## src/rtl/phase_calc_pkg.sv

```systemverilog
// Shared constants and types for the multi-channel phase shift calculator.
package phase_calc_pkg;
  localparam int PH_W_DEF = 32;
  localparam int T_W_DEF  = 32;
  localparam int CH_IDX_W = 4;

  typedef logic [PH_W_DEF-1:0] phase_t;

  // Control word that travels alongside the data through each pipeline stage.
  typedef struct packed {
    logic                vld;
    logic [CH_IDX_W-1:0] ch;
  } stage_ctl_t;

  function automatic int ch_w(input int n);
    return (n > 1) ? $clog2(n) : 1;
  endfunction
endpackage

```

## src/rtl/phase_shift_calc_mc_if.sv

```systemverilog
// Request/result bus of the phase shift calculator; master drives requests, slave returns results.
interface phase_shift_calc_mc_if
  import phase_calc_pkg::*;
#(
  parameter int CH_NUM = 4,
  parameter int PH_W   = PH_W_DEF,
  parameter int T_W    = T_W_DEF
);
  localparam int CH_W = ch_w(CH_NUM);

  logic            req_valid;
  logic            req_ready;
  logic [CH_W-1:0] req_ch;
  logic [PH_W-1:0] freq;
  logic [PH_W-1:0] current_phase;
  logic [PH_W-1:0] desired_phase;
  logic [T_W-1:0]  time_from_start;
  logic [PH_W-1:0] max_shift;
  logic            res_valid;
  logic [CH_W-1:0] res_ch;
  logic [PH_W-1:0] res_shift;
  logic            res_clamped;
  logic            req_err;

  modport master (
    output req_valid, req_ch, freq, current_phase, desired_phase, time_from_start, max_shift,
    input  req_ready, res_valid, res_ch, res_shift, res_clamped, req_err
  );

  modport slave (
    input  req_valid, req_ch, freq, current_phase, desired_phase, time_from_start, max_shift,
    output req_ready, res_valid, res_ch, res_shift, res_clamped, req_err
  );
endinterface

```

## src/rtl/phase_shift_calc_mc_pipe.sv

```systemverilog
// Three-stage shift pipeline: inc = freq*time, fut = cur+inc, shift = des-fut (mod 2^PH_W).
// Optional clamp of the final shift when PHASE_SHIFT_LIMIT_EN is defined.
module phase_shift_pipe
  import phase_calc_pkg::*;
#(
  parameter int PH_W = PH_W_DEF,
  parameter int T_W  = T_W_DEF,
  parameter int CH_W = 2
) (
  input  logic            clk,
  input  logic            reset_n,
  input  logic            flush,
  input  logic            in_vld,
  input  logic [CH_W-1:0] in_ch,
  input  logic [PH_W-1:0] freq,
  input  logic [T_W-1:0]  time_from_start,
  input  logic [PH_W-1:0] current_phase,
  input  logic [PH_W-1:0] desired_phase,
  input  logic [PH_W-1:0] max_shift,
  output logic            out_vld,
  output logic [CH_W-1:0] out_ch,
  output logic [PH_W-1:0] out_shift,
  output logic            out_clamped
);
  stage_ctl_t      s1_ctl, s2_ctl, s3_ctl;
  logic [PH_W-1:0] s1_inc, s1_cur, s1_des;
  logic [PH_W-1:0] s2_fut, s2_des;
  logic [PH_W-1:0] s3_shift;
  logic            s3_clamped;
  logic [PH_W-1:0] diff, shift_c;
  logic            clamp_hit;

  assign diff = s2_des - s2_fut;

`ifdef PHASE_SHIFT_LIMIT_EN
  logic signed [PH_W:0] diff_x, max_x;
  always_comb begin
    diff_x    = {diff[PH_W-1], diff};
    max_x     = {1'b0, max_shift};
    shift_c   = diff;
    clamp_hit = 1'b0;
    if (diff_x > max_x) begin
      shift_c   = max_shift;
      clamp_hit = 1'b1;
    end else if (diff_x < -max_x) begin
      shift_c   = -max_shift;
      clamp_hit = 1'b1;
    end
  end
`else
  logic unused_max_shift;
  assign unused_max_shift = ^max_shift;
  assign shift_c   = diff;
  assign clamp_hit = 1'b0;
`endif

  always_ff @(posedge clk) begin
    if (!reset_n) begin
      s1_ctl     <= '0;
      s2_ctl     <= '0;
      s3_ctl     <= '0;
      s1_inc     <= '0;
      s1_cur     <= '0;
      s1_des     <= '0;
      s2_fut     <= '0;
      s2_des     <= '0;
      s3_shift   <= '0;
      s3_clamped <= 1'b0;
    end else begin
      s1_ctl     <= '{vld: in_vld && !flush, ch: CH_IDX_W'(in_ch)};
      s2_ctl     <= '{vld: s1_ctl.vld && !flush, ch: s1_ctl.ch};
      s3_ctl     <= '{vld: s2_ctl.vld && !flush, ch: s2_ctl.ch};
      // Time is reduced to PH_W bits first: the product only matters mod 2^PH_W.
      s1_inc     <= freq * PH_W'(time_from_start);
      s1_cur     <= current_phase;
      s1_des     <= desired_phase;
      s2_fut     <= s1_cur + s1_inc;
      s2_des     <= s1_des;
      s3_shift   <= shift_c;
      s3_clamped <= clamp_hit;
    end
  end

  assign out_vld     = s3_ctl.vld;
  assign out_ch      = CH_W'(s3_ctl.ch);
  assign out_shift   = s3_shift;
  assign out_clamped = s3_clamped;
endmodule

```

## src/rtl/phase_shift_calc_mc.sv

```systemverilog
// Multi-channel phase shift calculator: handshake, result register, per-channel shift bank and done flags.
// Define PHASE_SHIFT_LIMIT_EN to clamp results to +/-max_shift.
module phase_shift_calc_mc
  import phase_calc_pkg::*;
#(
  parameter int CH_NUM = 4,
  parameter int PH_W   = PH_W_DEF,
  parameter int T_W    = T_W_DEF
) (
  input  logic                         clk,
  input  logic                         reset_n,
  input  logic                         flush,
  input  logic [CH_NUM-1:0]            done_clr,
  output logic [CH_NUM-1:0][PH_W-1:0]  ch_shift,
  output logic [CH_NUM-1:0]            ch_done,
  phase_shift_calc_mc_if.slave         bus
);
  localparam int CH_W = ch_w(CH_NUM);

  logic            accept, ch_ok;
  logic            p_vld, p_clamped;
  logic [CH_W-1:0] p_ch;
  logic [PH_W-1:0] p_shift;

  assign bus.req_ready = reset_n && !flush;
  assign accept        = bus.req_valid && bus.req_ready;
  assign ch_ok         = 32'(bus.req_ch) < CH_NUM;

  phase_shift_pipe #(.PH_W(PH_W), .T_W(T_W), .CH_W(CH_W)) u_pipe (
    .clk             (clk),
    .reset_n         (reset_n),
    .flush           (flush),
    .in_vld          (accept && ch_ok),
    .in_ch           (bus.req_ch),
    .freq            (bus.freq),
    .time_from_start (bus.time_from_start),
    .current_phase   (bus.current_phase),
    .desired_phase   (bus.desired_phase),
    .max_shift       (bus.max_shift),
    .out_vld         (p_vld),
    .out_ch          (p_ch),
    .out_shift       (p_shift),
    .out_clamped     (p_clamped)
  );

  always_ff @(posedge clk) begin
    if (!reset_n) begin
      bus.res_valid   <= 1'b0;
      bus.res_ch      <= '0;
      bus.res_shift   <= '0;
      bus.res_clamped <= 1'b0;
      bus.req_err     <= 1'b0;
      ch_shift        <= '0;
      ch_done         <= '0;
    end else begin
      bus.req_err   <= accept && !ch_ok;
      // The output register counts as in-flight too, so flush kills it.
      bus.res_valid <= p_vld && !flush;
      if (p_vld) begin
        bus.res_ch      <= p_ch;
        bus.res_shift   <= p_shift;
        bus.res_clamped <= p_clamped;
      end
      for (int i = 0; i < CH_NUM; i++) begin
        if (bus.res_valid && bus.res_ch == CH_W'(i)) begin
          ch_shift[i] <= bus.res_shift;
          ch_done[i]  <= 1'b1;
        end else if (done_clr[i]) begin
          ch_done[i] <= 1'b0;
        end
      end
    end
  end
endmodule

```

## src/flat_wrapper.sv

```systemverilog
// flat-port wrapper written by rule: the top's interface ports become plain ports
module phase_shift_calc_mc_flat import phase_calc_pkg::*;
#(
  parameter int CH_NUM = 4,
  parameter int PH_W   = PH_W_DEF,
  parameter int T_W    = T_W_DEF
)
  (clk, reset_n, flush, done_clr, ch_shift, ch_done, bus_req_valid, bus_req_ch, bus_freq, bus_current_phase, bus_desired_phase, bus_time_from_start, bus_max_shift, bus_req_ready, bus_res_valid, bus_res_ch, bus_res_shift, bus_res_clamped, bus_req_err);
  phase_shift_calc_mc_if #(.CH_NUM(CH_NUM), .PH_W(PH_W), .T_W(T_W)) bus_i ();
  input  logic clk;
  input  logic reset_n;
  input  logic flush;
  input  logic [CH_NUM-1:0] done_clr;
  output logic [CH_NUM-1:0][PH_W-1:0] ch_shift;
  output logic [CH_NUM-1:0] ch_done;
  input wire logic [$bits(bus_i.req_valid)-1:0] bus_req_valid;
  input wire logic [$bits(bus_i.req_ch)-1:0] bus_req_ch;
  input wire logic [$bits(bus_i.freq)-1:0] bus_freq;
  input wire logic [$bits(bus_i.current_phase)-1:0] bus_current_phase;
  input wire logic [$bits(bus_i.desired_phase)-1:0] bus_desired_phase;
  input wire logic [$bits(bus_i.time_from_start)-1:0] bus_time_from_start;
  input wire logic [$bits(bus_i.max_shift)-1:0] bus_max_shift;
  output wire logic [$bits(bus_i.req_ready)-1:0] bus_req_ready;
  output wire logic [$bits(bus_i.res_valid)-1:0] bus_res_valid;
  output wire logic [$bits(bus_i.res_ch)-1:0] bus_res_ch;
  output wire logic [$bits(bus_i.res_shift)-1:0] bus_res_shift;
  output wire logic [$bits(bus_i.res_clamped)-1:0] bus_res_clamped;
  output wire logic [$bits(bus_i.req_err)-1:0] bus_req_err;
  assign bus_i.req_valid = bus_req_valid;
  assign bus_i.req_ch = bus_req_ch;
  assign bus_i.freq = bus_freq;
  assign bus_i.current_phase = bus_current_phase;
  assign bus_i.desired_phase = bus_desired_phase;
  assign bus_i.time_from_start = bus_time_from_start;
  assign bus_i.max_shift = bus_max_shift;
  assign bus_req_ready = bus_i.req_ready;
  assign bus_res_valid = bus_i.res_valid;
  assign bus_res_ch = bus_i.res_ch;
  assign bus_res_shift = bus_i.res_shift;
  assign bus_res_clamped = bus_i.res_clamped;
  assign bus_req_err = bus_i.req_err;
  phase_shift_calc_mc #(.CH_NUM(CH_NUM), .PH_W(PH_W), .T_W(T_W)) u_core (.clk(clk), .reset_n(reset_n), .flush(flush), .done_clr(done_clr), .ch_shift(ch_shift), .ch_done(ch_done), .bus(bus_i));
endmodule
```

## config.mk

```make
export PLATFORM = sky130hd
export DESIGN_NAME = phase_shift_calc_mc_flat
export DESIGN_NICKNAME = d
export VERILOG_FILES = /design/src/rtl/phase_calc_pkg.sv /design/src/rtl/phase_shift_calc_mc_if.sv /design/src/rtl/phase_shift_calc_mc_pipe.sv /design/src/rtl/phase_shift_calc_mc.sv /design/src/flat_wrapper.sv
export SDC_FILE = /design/constraint.sdc
export NUM_CORES = 2
export LEC_CHECK = 0
export ABC_AREA = 0
export CELL_PAD_IN_SITES_DETAIL_PLACEMENT = 2
export CELL_PAD_IN_SITES_GLOBAL_PLACEMENT = 2
export CORE_UTILIZATION = 36
export CTS_BUF_LIST = sky130_fd_sc_hd__clkbuf_8 sky130_fd_sc_hd__clkbuf_16
export DETAILED_ROUTE_END_ITERATION = 8
export PLACE_DENSITY_LB_ADDON = 0.1
export SETUP_SLACK_MARGIN = 0.15
export SLEW_MARGIN = 10
export SYNTH_ARGS = -nofsm -noshare
export SYNTH_HDL_FRONTEND = slang
export SYNTH_SLANG_ARGS = --single-unit
```

## constraint.sdc

```tcl
create_clock -name clk -period 12.83 [get_ports clk]
set_clock_uncertainty 0.1 [all_clocks]
set_input_delay 3.2075 -clock clk [delete_from_list [all_inputs] [get_ports clk]]
set_output_delay 3.2075 -clock clk [all_outputs]
set_load 0.02 [all_outputs]
```

* After elaboration in Yosys (flattened, before gate mapping)
Cells that the tools add are included.
Storage, ports and cells: bits in read-only memories 0, word-level logic and storage cells 53, memories 0, register bits 368, bits in latches 0, output and inout bits 170, bits of input ports 170, RAM bits 0
Cells by class: reduce and logical (&&, ||, !) cells 16, shift-type cells 0, magnitude comparators 0, $add $sub $neg 2, $mul 1, div/mod/pow operators 0, bitwise operators 0, eq/ne operators 3, multiplexer cells 8
Operator list (count):
- $add 32x32->32 | 1
- $mul 32x32->32 | 1
- $sub 32x32->32 | 1
- $logic_and 1x1->1 | 10
- $mux 1 | 8
- $reduce_bool 2->1 | 4
- $eq 2x2->1 const B | 2
- $eq 2x1->1 const B | 1
- $logic_not 2->1 | 1
- $logic_not 1->1 | 1

* Depth between registers and ports, before layout
word-level depth 4, gate-level depth with buffers 28, depth with buffers taken out 25

* Modules after synthesis
A second synthesis with hierarchy kept.
Unflattened totals: cells, all modules 3181, area total of the unflattened synthesis 30136.4 µm²
By module, submodules not included:
- phase_shift_pipe | cells an instance 2597, times used 1, area each 23906.7 µm², seq. area each 4023.9 µm²
- phase_shift_calc_mc | cells an instance 584, times used 1, area each 6229.7 µm², seq. area each 3363.2 µm²

* Worst setup path before layout
No wires, ideal clock.
path type input port to flip-flop, from in bus_time_from_start[3], to reg u_core.u_pipe.s1_inc[29], arrival time 9.699 ns, stages 26, slack 2.953 ns, setup time 0.078 ns, buffers on the path 3, required time 12.652 ns, cell sequence clkbuf_1 -> clkbuf_1 -> and2_1 -> fa_1 -> inv_1 -> fa_1 -> fa_1 -> fa_1 -> inv_1 -> fa_1 -> inv_1 -> fa_1 -> inv_1 -> fa_1 -> fa_1 -> ha_1 -> clkbuf_1 -> o21ai_0 -> nand2b_1 -> a311oi_1 -> o31ai_1 -> a221oi_1 -> o21ai_1 -> o21a_1 -> o21a_1 -> nor3_1
Between the ends: longest elaborated chain between the ends 1
Ends and longest elaborated chain:
- from (decl) | RTL line flat_wrapper.sv:21 | input wire logic [$bits(bus_i.time_from_start)-1:0] bus_time_from_start;
- $mul 32x32->32 | RTL line phase_shift_calc_mc_pipe.sv:74 | s1_inc <= freq * PH_W'(time_from_start);
- to (signal assigned) | RTL line phase_shift_calc_mc_pipe.sv:74
- to (decl) | RTL line phase_shift_calc_mc_pipe.sv:26 | logic [PH_W-1:0] s1_inc, s1_cur, s1_des;
No other way between the ends. A chain may end at the register's enable or synchronous reset.

* Worst setup path in the final report
from in bus_time_from_start[8], to reg u_core.u_pipe.s1_inc[30]
Same word-level chain as after synthesis.

==> metrics <==
GRT Residual Overflow 0; Worst Path Arrival 11.19 ns; crit path max fanout 24; Final Max Tran Viols 0; Synth top area share 0.277; Tot GR Track Use 0.243; Yosys Warn Count 0; top post-synthesis cells by area fa_1 28%, dfxtp_1 25%, and2_1 8.9%, ha_1 7.8%, nand2_1 6.5%; Max-slew headroom 0.192; critical path type in -> reg; most frequent cells after synthesis 516 x nand2_1, 440 x inv_1, 422 x and2_1; synthesized area per cell 9.02 sq um; Layout area overhead 18.1%; Post-CTS Resized 0; worst hold endpoint u_core.u_pipe.s2_des[11]; final setup violation count 0; Rows 104; Setup Buffers After CTS 0; top-count cell post-synth nand2_1; Die ar. 83500 sq um; highest achievable clock rate 91.8 MHz; Tcrit/Tclk final 0.849; drt wl/cell 21.7 um; initial core utilization 0.366; RR Startpoint u_core.u_pipe.s1_inc[0]; IO buf count 305; crit-path max cell delay 1.26 ns; Clk Latency, worst-skew pair 0.54 ns; CTS tree yes; Max Cap Viol 0; hold path cells 1; Hold Path Origin u_core.u_pipe.s1_des[11]; HPWL Detailed 79400 um; die height 289 um; clk slew on worst S/H paths 0.06 ns; Post-synth top flop dfxtp_1; worst reg2reg setup slack 9.31 ns; family with the most delay on the worst path adder cells; fraction of layout instances using a drive strength above 1 0.0320; Nets 4269; Detailed Route WL 99400 um; H-tree Lvls 2; sequential fraction of the synthesis area 0.249; GPL Wtd Cong 0.862; DRT iter0 DRCs 806; HP Class reg -> reg; Synth Register Bits 368; drt pass-1 iters 4; Hold Buf Count CTS 0; Placement Cell Area 33700 sq um; number of primary I/O pins 340; largest net degree at the start of global routing 91; CP max-delay cell clkdlybuf4s50_1; Via Count 22900; Final min period 10.89 ns; post-route ant nets 0; Fin. Hold Viols 0; CTS Buf Count 37; clock sinks 368; filler cell count 8792; antenna violations before repair 3; CP bufs+invs 4; Die X 289 um; cell mode on critical path fa_1; CP endpoint kind flip-flop; cells after synthesis 3285; Synth area leader fa_1; WP data required 13.13 ns; clock root cell clkbuf_16; slew at the pin with the worst max-slew slack 1.21 ns; unrepaired setup endpoints after global routing no; setup_tns 0 ns; routed vias/inst 5.00; maximum clock path buffer count 3; Design Area, Final 35000 sq um; Cell Area, Synth 29600 sq um; Post-synth EDFFs 0; Worst R2R End u_core.u_pipe.s2_fut[30]; global-route wire length before repair 157000 um; core box area 81100 sq um; worst reg-to-reg path cell count 12; startpoint types input pin; vias in the first global route 27000; residual DRC count 0; status complete, no violations; Cell Chain, Critical Path clkdlybuf4s50_1, nand2_1, fa_1, inv_1, fa_1, fa_1, inv_1, fa_1, inv_1, fa_1, ha_1, fa_1, fa_1, ha_1, o21ai_0, nor2_1, or3_1, and2_1, a211oi_1, o22ai_1, o41ai_1, xor2_1, nor2_1; Synth cell types 65; Async S/R FF share, synth 0
[flip-flops by register name, summed over array words and instances, names as in the netlist, 4 cells and up]
signal and flops:
u_core.u_pipe.s1_des 32, u_core.u_pipe.s1_inc 32, u_core.u_pipe.s2_fut 32, u_core.ch_done 4, u_core.u_pipe.s1_cur 32, u_core.bus.res_shift 32, u_core.u_pipe.s2_des 32, u_core.u_pipe.out_shift 32
u_core.ch_shift 128
[how the worst max path moves through the flow]
stage	start	end	slack (ns)	cells after the start
6_report	bus_time_from_start[8]	u_core.u_pipe.s1_inc[30]	1.94	23
5_1_grt	bus_time_from_start[8]	u_core.u_pipe.s1_inc[30]	1.43	25
4_1_cts	bus_time_from_start[6]	u_core.u_pipe.s1_inc[29]	1.95	24
3_5_place_dp	bus_time_from_start[8]	u_core.u_pipe.s1_inc[30]	1.37	23
3_3_place_gp	bus_time_from_start[8]	u_core.u_pipe.s1_inc[29]	1.48	25
2_1_floorplan	bus_time_from_start[3]	u_core.u_pipe.s1_inc[29]	2.95	26
[cell type report]
type / instances / area [sq um] / share of cell area
multi-input cells: 2316 / 20000 / 0.572
flip-flops and latches: 368 / 7370 / 0.211
repair buffers: 341 / 3310 / 0.0946
inverters: 440 / 1660 / 0.0474
well taps: 1060 / 1330 / 0.0379
clock buffers: 48 / 1100 / 0.0314
clock inverters: 16 / 203 / 0.00579
diodes: 2 / 5.00 / 0.000143
[through the flow]
stage	std cells	worst slack (ns)	utilization	hold WS [ns]
6_report	4591	1.94	0.432	0.339
5_1_grt	4590	1.43	0.432	0.362
4_1_cts	4589	1.95	0.432	0.346
3_5_place_dp	4525	1.37	0.416	0.323
3_3_place_gp	4525	1.48	0.416	0.313
2_1_floorplan	3286	2.95	-	0.306
[cells in the final DEF, fill, tap and decap left out, types with 6 or more instances in the layout]
cell               n
o21ai_0           28
a21o_1            32
ha_1             185
xnor2_1           81
o21bai_1           6
nor3b_1           10
nor2_1           125
clkbuf_8           9
clkbuf_16         39
o21ai_1           25
nor3_1            34
fa_1             410
dfxtp_1          367
nor2b_1           18
mux2i_1           37
or3_1              6
o31ai_1            6
inv_1            444
nand2_1          516
a211oi_1          11
and2_1           422
nand2b_1          23
xor2_1            36
and3_1            10
o21a_1            17
nor4_1             6
clkdlybuf4s50_1  302
a21oi_1          185
a31oi_1            7
nand3_1           15
buf_4             37
[metal layers]
metal,GRT usage,up-vias,share of wire
met3,0.0122,163,0.023
met4,0.0811,2,0.035
li1,-,10600,-
met2,0.462,410,0.53
met1,0.289,11800,0.41
met5,0,-,0.00013
[cell families after synthesis]
group	count (synthesis)	synth area share
other cells	1	0.000126
fa+ha+maj	595	0.355
xor+xnor	117	0.0346
buf+inv	602	0.0765
flops	368	0.249
compound gates	358	0.0729
simple gates	1207	0.200
mux	37	0.0125
Power is left out: the tool's default activity adds up to more than one toggle a clock period on the data nets, which glitch-free logic cannot reach.
